$ cat config.mk
export PLATFORM = sky130hd
export DESIGN_NAME = regfile_scoreboard
export DESIGN_NICKNAME = d
export VERILOG_FILES = /design/src/rtl/regfile_scoreboard.sv
export SDC_FILE = /design/constraint.sdc
export NUM_CORES = 1
export LEC_CHECK = 0
export CORE_MARGIN = 3
export CORE_UTILIZATION = 52
export DETAILED_ROUTE_END_ITERATION = 6
export PLACE_DENSITY = 0.76
export SLEW_MARGIN = 20
export SYNTH_ARGS = -nofsm -noshare
export SYNTH_HDL_FRONTEND = slang
export SYNTH_SLANG_ARGS = --single-unit
$ cat constraint.sdc
create_clock -name clk -period 4.15 [get_ports clk]
set_input_delay 1.0375 -clock clk [delete_from_list [all_inputs] [get_ports clk]]
set_output_delay 1.0375 -clock clk [all_outputs]
set_load 0.01 [all_outputs]
$ cat src/rtl/regfile_scoreboard.sv
// Register file with two combinational read ports, two synchronous write
// ports and a per-register busy scoreboard for decode-stage hazard stalls.
// Optional write-through forwarding on the read ports: define REGFILE_BYPASS_EN.
module regfile_scoreboard #(
    parameter int unsigned DATA_W   = 8,
    parameter int unsigned ADDR_W   = 3,
    parameter int unsigned ZERO_REG = 1
) (
    input  logic              clk,
    input  logic              reset_n,
    input  logic [ADDR_W-1:0] ra1_i,
    input  logic [ADDR_W-1:0] ra2_i,
    output logic [DATA_W-1:0] rd1_o,
    output logic [DATA_W-1:0] rd2_o,
    output logic              rd1_busy_o,
    output logic              rd2_busy_o,
    input  logic              we0_i,
    input  logic [ADDR_W-1:0] wa0_i,
    input  logic [DATA_W-1:0] wd0_i,
    input  logic              we1_i,
    input  logic [ADDR_W-1:0] wa1_i,
    input  logic [DATA_W-1:0] wd1_i,
    input  logic              iss_valid_i,
    input  logic [ADDR_W-1:0] iss_rd_i,
    input  logic              flush_i,
    output logic [ADDR_W:0]   busy_cnt_o
);

    localparam int unsigned DEPTH  = 2 ** ADDR_W;
    localparam bit          ZeroEn = (ZERO_REG != 0);

    logic [DATA_W-1:0] regs_q [DEPTH];
    logic [DATA_W-1:0] regs_d [DEPTH];
    logic [DEPTH-1:0]  busy_q, busy_d;
    logic [DEPTH-1:0]  set_vec, clr_vec;

    // Next register contents: port 1 is applied last so it wins a same-address conflict.
    always_comb begin
        for (int unsigned r = 0; r < DEPTH; r++) begin
            regs_d[r] = regs_q[r];
            if (we0_i && (wa0_i == ADDR_W'(r))) regs_d[r] = wd0_i;
            if (we1_i && (wa1_i == ADDR_W'(r))) regs_d[r] = wd1_i;
            if (ZeroEn && (r == 0))             regs_d[r] = '0;
        end
    end

    // Next busy vector: flush beats set, set beats writeback clear.
    always_comb begin
        set_vec = '0;
        clr_vec = '0;
        busy_d  = '0;
        for (int unsigned r = 0; r < DEPTH; r++) begin
            set_vec[r] = iss_valid_i && (iss_rd_i == ADDR_W'(r));
            clr_vec[r] = (we0_i && (wa0_i == ADDR_W'(r))) || (we1_i && (wa1_i == ADDR_W'(r)));
            busy_d[r]  = flush_i ? 1'b0 : (set_vec[r] | (busy_q[r] & ~clr_vec[r]));
            if (ZeroEn && (r == 0)) busy_d[r] = 1'b0;
        end
    end

    // State registers with asynchronous active-low reset.
    always_ff @(posedge clk or negedge reset_n) begin
        if (!reset_n) begin
            for (int unsigned r = 0; r < DEPTH; r++) begin
                regs_q[r] <= '0;
            end
            busy_q <= '0;
        end else begin
            for (int unsigned r = 0; r < DEPTH; r++) begin
                regs_q[r] <= regs_d[r];
            end
            busy_q <= busy_d;
        end
    end

    // Returns {busy, data} for one read address.
    function automatic logic [DATA_W:0] read_port(input logic [ADDR_W-1:0] ra);
        logic [DATA_W-1:0] data;
        logic              busy;
        logic              zero_addr;
        zero_addr = ZeroEn && (ra == '0);
        data      = regs_q[ra];
        busy      = busy_q[ra];
`ifdef REGFILE_BYPASS_EN
        if (!zero_addr) begin
            if (we1_i && (wa1_i == ra)) begin
                data = wd1_i;
                if (!(iss_valid_i && (iss_rd_i == ra))) busy = 1'b0;
            end else if (we0_i && (wa0_i == ra)) begin
                data = wd0_i;
                if (!(iss_valid_i && (iss_rd_i == ra))) busy = 1'b0;
            end
        end
`endif
        if (zero_addr) data = '0;
        return {busy, data};
    endfunction

    // Read port 1.
    always_comb begin
        {rd1_busy_o, rd1_o} = read_port(ra1_i);
    end

    // Read port 2.
    always_comb begin
        {rd2_busy_o, rd2_o} = read_port(ra2_i);
    end

    // Population count of the registered busy vector.
    always_comb begin
        busy_cnt_o = '0;
        for (int unsigned r = 0; r < DEPTH; r++) begin
            busy_cnt_o = busy_cnt_o + (ADDR_W + 1)'(busy_q[r]);
        end
    end

endmodule
==> After elaboration in Yosys (flattened, before gate mapping) <==
Index checks and enable logic that the tools add are counted.
{ "word_totals": {"register_bits": 63, "latchBits": 0, "ramBits": 0, "romBits": 0, "inputBits": 37, "out_inout_bits": 22, "word_cells": 132, "memories": 0} }
{ "op_classes": {"add_sub_neg": 6, "multipliers": 0, "div": 0, "magnitude_cmp": 4, "n_eq_ne": 21, "shifts": 0, "n_mux": 33, "n_bitwise": 23, "n_reduce_logical": 37} }
{ "op_table": {"columns": ["cell", "count"], "rows": [
  ["$mux 8", 20],
  ["$bmux 8 s3", 2],
  ["$eq 3x3->1 const B", 12],
  ["$logic_and 1x1->1", 21],
  ["$eq 3x2->1 const B", 6],
  ["$reduce_bool 2->1", 7],
  ["$add 4x1->4", 3],
  ["$eq 3x1->1 const B", 3],
  ["$mux 1", 9],
  ["$ge 4x4->1 const B", 2],
  ["$lt 3x4->1 const B", 2],
  ["$not 3->4", 2],
  ["$and 1x1->1", 7],
  ["$logic_or 1x1->1", 7],
  ["$not 1->1", 7],
  ["$or 1x1->1", 7],
  ["$bmux 1 s3", 2],
  ["$logic_not 3->1", 2],
  ["$add 3x1->4", 1],
  ["$add 2x1->3", 1],
  ["$add 1x1->2", 1]
]} }

==> Depth between registers and ports, before layout <==
{ "depth": {"ltp_word": 7, "mapped_depth": 6, "depth_no_buf": 6} }

==> Least setup slack after synthesis <==
OpenSTA, ideal clock, no wires.
{ "synth_timing": {"path_type": "reg2out", "startpoint": "reg busy_q[2]", "endpoint": "out busy_cnt_o[1]", "arrival_ns": 2.377, "t_required_ns": 3.113, "slack_ns": 0.735, "path_stages_with_launch": 7, "path_buffers": 0, "path_cell_list": "dfrtp_1 > inv_1 > fa_1 > fa_1 > inv_1 > fa_1 > fa_1"} }
{ "synth_between": {"elab_chain_len": 6} }
{ "synth_lines": {"columns": ["element", "line_no", "text"], "rows": [
  ["start, declared", "34", "logic [DEPTH-1:0] busy_q, busy_d;"],
  ["start signal, assigned", "71", "busy_q <= busy_d;"],
  ["$add 1x1->2", "112", "busy_cnt_o = busy_cnt_o + (ADDR_W + 1)'(busy_q[r]);"],
  ["$add 2x1->3", "112", null],
  ["$add 3x1->4", "112", null],
  ["$add 4x1->4 (3 in a row)", "112", null],
  ["end, declared", "26", "output logic [ADDR_W:0] busy_cnt_o"]
]} }
No other way between the ends.

==> Final worst setup path <==
{ "layout_timing": {"startpoint": "in ra2_i[1]", "endpoint": "out rd2_o[0]"} }
{ "layout_between": {"elab_chain_len": 5, "elab_cells_between_ends": 6, "classes_between": "mux: 4; bitwise: 1; reduce/logical: 1"} }
{ "layout_lines": {"columns": ["element", "line_no", "text"], "rows": [
  ["start, declared", "12", "input logic [ADDR_W-1:0] ra2_i,"],
  ["$not 3->4 (not written as such)", "81", "data = regs_q[ra];"],
  ["$bmux 8 s3", "81", null],
  ["$mux 8 (not written as such) (2 in a row)", "81", null],
  ["$mux 8 (*)", "94", "if (zero_addr) data = '0;"],
  ["end, declared", "14", "output logic [DATA_W-1:0] rd2_o,"]
]} }
Every way passes the cells marked *; elsewhere a longest branch is shown, timed or not. The select of a mux whose other input is x is not followed.

==> results.toml <==
[routing]
via_count = 3547
routedWlPerCell_um = 21.20
antenna_left = 0
wl_mm = 12.02
dr.pass1.iters = 5
first_iter_violations = 519
drc = 0
vias_per_cell = 6.256

[global_routing]
grt_util_met2 = 0.4389
use_met1 = 0.3910
antenna_found_initial = 0
met3_usage = 0.06177
track_usage = 0.2805
grt.busiest_layer = "met2"
overflow = 0
grt_max_degree = 35
grt_first_pass_wirelength_mm = 18.82
grt_pass1_vias = 3407

[run_status]
status = "completed"

[die]
core_sq_mm = 0.007767
die_w_um = 95.72
ioPinCount = 59
start_util = 0.5388
die_h_um = 95.72
fp-row-count = 32
dieArea_sq_mm = 0.009161

[yosys]
synth_top_area_cell = "dfrtp_1"
netlist_top_cells_area = "dfrtp_1 (38%), mux2i_1 (14%), mux4_2 (8.6%), a21oi_1 (5.4%), mux2_2 (4.6%)"
synth_flop_cell = "dfrtp_1"
synth-edff-count = 0
syn_area_sq_mm = 0.004185
synth_nets = 448
synth_top_area_share = 0.3767
async_flop_share = 1.000
synth_common_cells = "dfrtp_1 (63), mux2i_1 (57), a21oi_1 (45)"
synthCells = 407
ys_seq_area_frac = 0.3767
yosysUniqueCellTypes = 33
yosysMostFrequentCell = "dfrtp_1"
synth_warnings = 0
ys_ff_latch = 63
postSynthAreaPerCell_sq_um = 10.28

[setup_path]
cp_data_required_time_ps = 3110
worstSetupEndpointType = "primary output"
critPathKind = "in -> out"
crit_path_cell_trace = "clkdlybuf4s50_1 -> buf_12 -> nor2b_1 -> buf_4 -> a221oi_1 -> a21oi_1 -> clkdlybuf4s50_1"
crit_arrival_ps = 3000
cp_top_family = "buffers and inverters"
crit_slowest_cell = "clkdlybuf4s50_1"
slowest_delay_ps = 580
crit_path_max_fanout = 19
crit_top_cell = "clkdlybuf4s50_1"
crit_path_start_kind = "input pin"
critPathBufInv = 4

[clock_network]
clkLatencyLatePin_ps = 350
cts_hold_buf = 0
cts_sinks = 63
cts_tree = "built"
htree_levels = 3
cts.path.max_buffers = 2
cts_made_buffers = 9
cts-root-buf = "clkbuf_8"
clk_pin_slew_ps = 70

[sta]
skew_ps = 0
finalHoldViolCount = 0
drv_slew = 0
tns_ps = 0
layout_setup_ws_ps = 110.9
tightestPinTransition_ps = 897.5
setup_violations = 0
fin_crit_sh = 0.9733
min_period_ps = 4039
timing.slew.headroom = 0.3985
rsz0062_at_grt = "no"
fmax_ghz = 0.2476

[final_layout]
multiInputGateArea_sq_mm = 0.002336
drive_gt1_frac = 0.1677
regArea_sq_mm = 0.001577
final_cells = 567
syn_to_final_growth_pct = 21.64
diodes = 0
nFillCells = 625
layout.nets = 501

[pwr]
power.density_mw_per_mm2 = 398.5
irDropWorstVdd_mv = 0.2691
power.leakage_nw = 2.199

[placement]
hpwlAfterDp_mm = 8.071
place_congestion = 0.8858
port_buffers = 57
post-place-ws_ps = 135.8
dp_cells = 550

[job]
max_cap_viol_count = 0

[hold_path]
hp-class = "reg -> reg"
## where the power goes
group,internal (mW),switching [mW]
combinational,0.319,0.249
clock,0.371,0.245
sequential,0.738,0.108
total,1.43,0.601
## cell usage in the layout, fill, tap and decap left out, types with 7 or more instances in the layout
cell type,count
clkbuf_8,11
nand4b_1,9
mux2i_1,57
clkdlybuf4s50_1,54
a22oi_1,9
mux4_2,16
buf_4,17
nor2_1,33
dfrtp_1,63
o21ai_1,7
nand2_1,33
a221oi_1,8
o21ai_0,26
inv_1,16
a21oi_1,45
mux2_2,17
## cells by family (layout without fill, tap and decap cells)
family	Yosys count	count (layout)	share of synthesized area
AND/OR/NAND/NOR	95	95	0.1163
AO/OA/AOI/OAI	100	100	0.1366
buffers and inverters	52	110	0.06965
adder cells (fa/ha/maj)	4	4	0.01913
multiplexers	92	92	0.2807
other	1	1	0.0008960
flip-flops	63	63	0.3767
## per-layer routing
layer / vias up / wire length, um
met3: 33 / 1134
met5: - / 0
met4: 0 / 251
met2: 208 / 5837
met1: 1710 / 4797
li1: 1596 / -
## path summary, 6_finish.rpt
check / startpoint / to / cells past startpoint / slack [ps]
worst max-delay path: ra2_i[1] / rd2_o[0] / 7 / 110
worst min-delay path: busy_q[7]$_DFF_PN0_ / busy_q[7]$_DFF_PN0_ / 2 / 600
worst max register to register: busy_q[1]$_DFF_PN0_ / busy_q[1]$_DFF_PN0_ / 3 / 3240
worst min register to register: busy_q[7]$_DFF_PN0_ / busy_q[7]$_DFF_PN0_ / 2 / 600
max in group asynchronous: reset_n / regs_q[16]$_DFFE_PN0P_ / 2 / 2490
min in group asynchronous: reset_n / regs_q[37]$_DFFE_PN0P_ / 1 / 730
## cell type report
| type | count | area share |
|---|---|---|
| Tap cell | 102 | 0.02507 |
| Clock inverter | 3 | 0.01278 |
| Multi-Input combinational cell | 292 | 0.4588 |
| Timing Repair Buffer | 78 | 0.1507 |
| Inverter | 16 | 0.01180 |
| Sequential cell | 63 | 0.3097 |
| Clock buffer | 13 | 0.03121 |
## per-stage QoR
step           total power, mW  cell area (sq um)  hold slack [ps]    util
6_report                 2.029               5091            596.8  0.6554
5_1_grt                  2.122               5091            631.6  0.6554
4_1_cts                  2.024               5095            591.7  0.6559
3_5_place_dp             1.413               4866            582.7  0.6265
3_3_place_gp             1.389               4866            554.9  0.6265
2_1_floorplan            1.169               4185            528.2       -
## worst reg2reg max path, delay by kind of cell (launching register included)
kind | cells | cell delay, ps
AOI/OAI and AO/OA | 1 | 220
buffers and inverters | 1 | 120
DFF | 1 | 400
and+or+nand+nor | 1 | 70
## state kept, by name, indices dropped and copies added, names as in the netlist
signal and count:
busy_q 7, regs_q 56
## what timing repair did
action / CTS / global route
setup buffers: 1 / 0
resized for setup: 2 / 2
setup endpoints to repair: 2 / 1
No activity file was read; power rests on OpenSTA's default activity.
==> variant, RTL diff (config.mk and constraints unchanged) <==
The parameter `ZERO_REG` goes from 1 to 0.
--- a/src/rtl/regfile_scoreboard.sv
+++ b/src/rtl/regfile_scoreboard.sv
@@ -6,3 +6,3 @@
     parameter int unsigned ADDR_W   = 3,
-    parameter int unsigned ZERO_REG = 1
+    parameter int unsigned ZERO_REG = 0
 ) (
Check against the original RTL: not equivalent (a bounded check fails within 4 cycles, from zero or initial values and one cycle with reset_n low).
==> variant against the unedited design <==
The run now ends with setup timing left; routed wire length increased by 12%; total power grew 10%; largest cell class unchanged; synthesized cell count up 6.1%; sequential cell count is 9 higher; cell area increased by 17%; setup slack got worse by 150 ps; area after synthesis increased by 18%.
==> variant: results (changes against the unedited design) <==
- Routed wl met2: 6560 um (+12%)
- Clk Latency, worst-skew pair: 340 ps
- Leak Pwr: 2.63 nW (+20%)
- GRT Total Usage: 0.260 (-0.0204)
- Final WS setup: -40.6 ps (-152 ps)
- Root Buffer: clkbuf_8
- Seq/Total Area, Yosys: 0.365 (-0.0119)
- Status: finished with violations
- Pre-Repair DR Iteration Count: 5 (unchanged)
- Setup WS pre-CTS: -72.8 ps (-209 ps)
- # diodes: 0 (unchanged)
- Clock-pin slew on the worst setup and hold paths: 80 ps
- WL met1: 5530 um (+15%)
- Peak VDD IR: 0.000209 V (-22%)
- Via count: 3824 (+7.8%)
- Post-synthesis async set-or-reset flop share: 1.00 (unchanged)
- Top Metal Used: met4
- First-pass GRT wire length: 20300 um (+8.0%)
- Worst Hold Class: reg2reg
- Synth warnings: 0 (unchanged)
- Worst Path Arrival: 3150 ps (+150 ps)
- Final setup violation count: 3 (+3)
- Sum of negative setup slack: -54.2 ps (-54.2 ps)
- Met3 WL: 1030 um (-9.2%)
- # nets final: 527 (+5.2%)
- Worst-Margin Slew: 519 ps (-378 ps)
- Max reg flops: 64 (+14%)
- Largest net degree at the start of global routing: 34 (-2.9%)
- Port bufs: 58 (+1.8%)
- Post-Place Cells: 596 (+8.4%)
- Synth area leaders: dfrtp_1, mux4_1, mux2i_1, mux2_2, a21oi_1
- Vias in the first global route: 3644 (+7.0%)
- Clk buf depth: 2 (unchanged)
- Failing checks: setup timing
- R2R setup slack: 3230 ps (about the same)
- Synth cell count leaders: dfrtp_1, mux2i_1, a21oi_1
- Cells after Synth: 432 (+6.1%)
- Layout cell share with drive strength beyond 1: 0.178 (+0.0105)
- Syn nets: 476 (+6.3%)
- Dominant cell type by area after synthesis: dfrtp_1
- Largest registers: regs_q (64), busy_q (8)
- H-tree depth: 3 (unchanged)
- Routed length per instance: 21.9 um (+3.4%)
- Yosys cell types: 29 (-12%)
- Final Wtd Congestion: 0.855 (-3.5%)
- Final Non-Filler Cells: 614 (+8.3%)
- Max FO, Critical Path: 2 (-17)
- Hpwl dp: 8860 um (+9.7%)
- Initial antenna violation count: 0 (unchanged)
- Initial drt markers: 261 (-50%)
- Layout Skew: 0 ps (unchanged)
- Num CTS Buffers: 9 (unchanged)
## variant: cell count changes in the layout (fill, tap and decap cells not counted), moves of 9 or more
| cell | unedited run | this run |
|---|---|---|
| a22oi_1 | 9 | 0 |
| dfrtp_1 | 63 | 72 |
| mux4_1 | 2 | 35 |
| buf_4 | 17 | 26 |
| mux4_2 | 16 | 1 |
## variant: layout make-up
type                    instances  area [um^2]
clock buffers                   9          124
clock inverters                 7         95.1
fillers                       664         3000
inverters                      14         52.6
multi-input cells             297         2860
flip-flops and latches         72         1800
well taps                     126          158
repair buffers                 89          885
## variant: what timing repair did
item / CTS / global route
resized for setup: 12 / 9
endpoints found under the setup margin: 5 / 9
pin swaps: 2 / 2
setup buffers: 0 / 1
cloned: 1 / 0
## variant: worst max-delay path, cell delays in order, from the launching register on
cell             delay, ps
dfrtp_1                360
inv_1                   60
fa_1                   550
fa_1                   430
fa_1                   440
inv_1                   80
ha_1                   220
a21oi_1                140
nor2b_1                 50
clkdlybuf4s50_1        480
## variant: kinds of logic after synthesis
| logic type | Yosys count | synth area share |
|---|---|---|
| AO/OA/AOI/OAI | 73 | 0.0780 |
| XOR/XNOR | 1 | 0.00177 |
| adder cells (fa/ha/maj) | 7 | 0.0238 |
| buffers and inverters | 63 | 0.0661 |
| flip-flops | 72 | 0.365 |
| multiplexers | 118 | 0.362 |
| AND/OR/NAND/NOR | 98 | 0.103 |
## variant: per-layer routing
metal / global-route usage / vias up
li1: - / 1713
met1: 0.360 / 1888
met2: 0.415 / 185
met3: 0.0469 / 38
met4: 0.0916 / 0
met5: 0 / -
## variant: final timing paths
| check | start | end | cells after the start |
|---|---|---|---|
| max | busy_q[3]$_DFF_PN0_ | busy_cnt_o[3] | 9 |
| min | regs_q[25]$_DFFE_PN0P_ | regs_q[25]$_DFFE_PN0P_ | 2 |
| max reg2reg | busy_q[1]$_DFF_PN0_ | busy_q[1]$_DFF_PN0_ | 4 |
| min reg2reg | regs_q[25]$_DFFE_PN0P_ | regs_q[25]$_DFFE_PN0P_ | 2 |
| max in group asynchronous | reset_n | regs_q[59]$_DFFE_PN0P_ | 2 |
| min in group asynchronous | reset_n | regs_q[14]$_DFFE_PN0P_ | 1 |
## variant: power breakdown
part | switching, W | leakage [nW] | internal (W)
sequential | 0.000111 | 0.864 | 0.000842
clock | 0.000274 | 0.110 | 0.000339
combinational | 0.000275 | 1.66 | 0.000393
total | 0.000660 | 2.63 | 0.00158
## variant: metrics by stage
stage	hold slack (ps)	util	area, um^2
6_report	598	0.665	5970
5_1_grt	632	0.665	5970
4_1_cts	594	0.662	5940
3_5_place_dp	576	0.635	5700
3_3_place_gp	555	0.635	5700
2_1_floorplan	528	-	4940
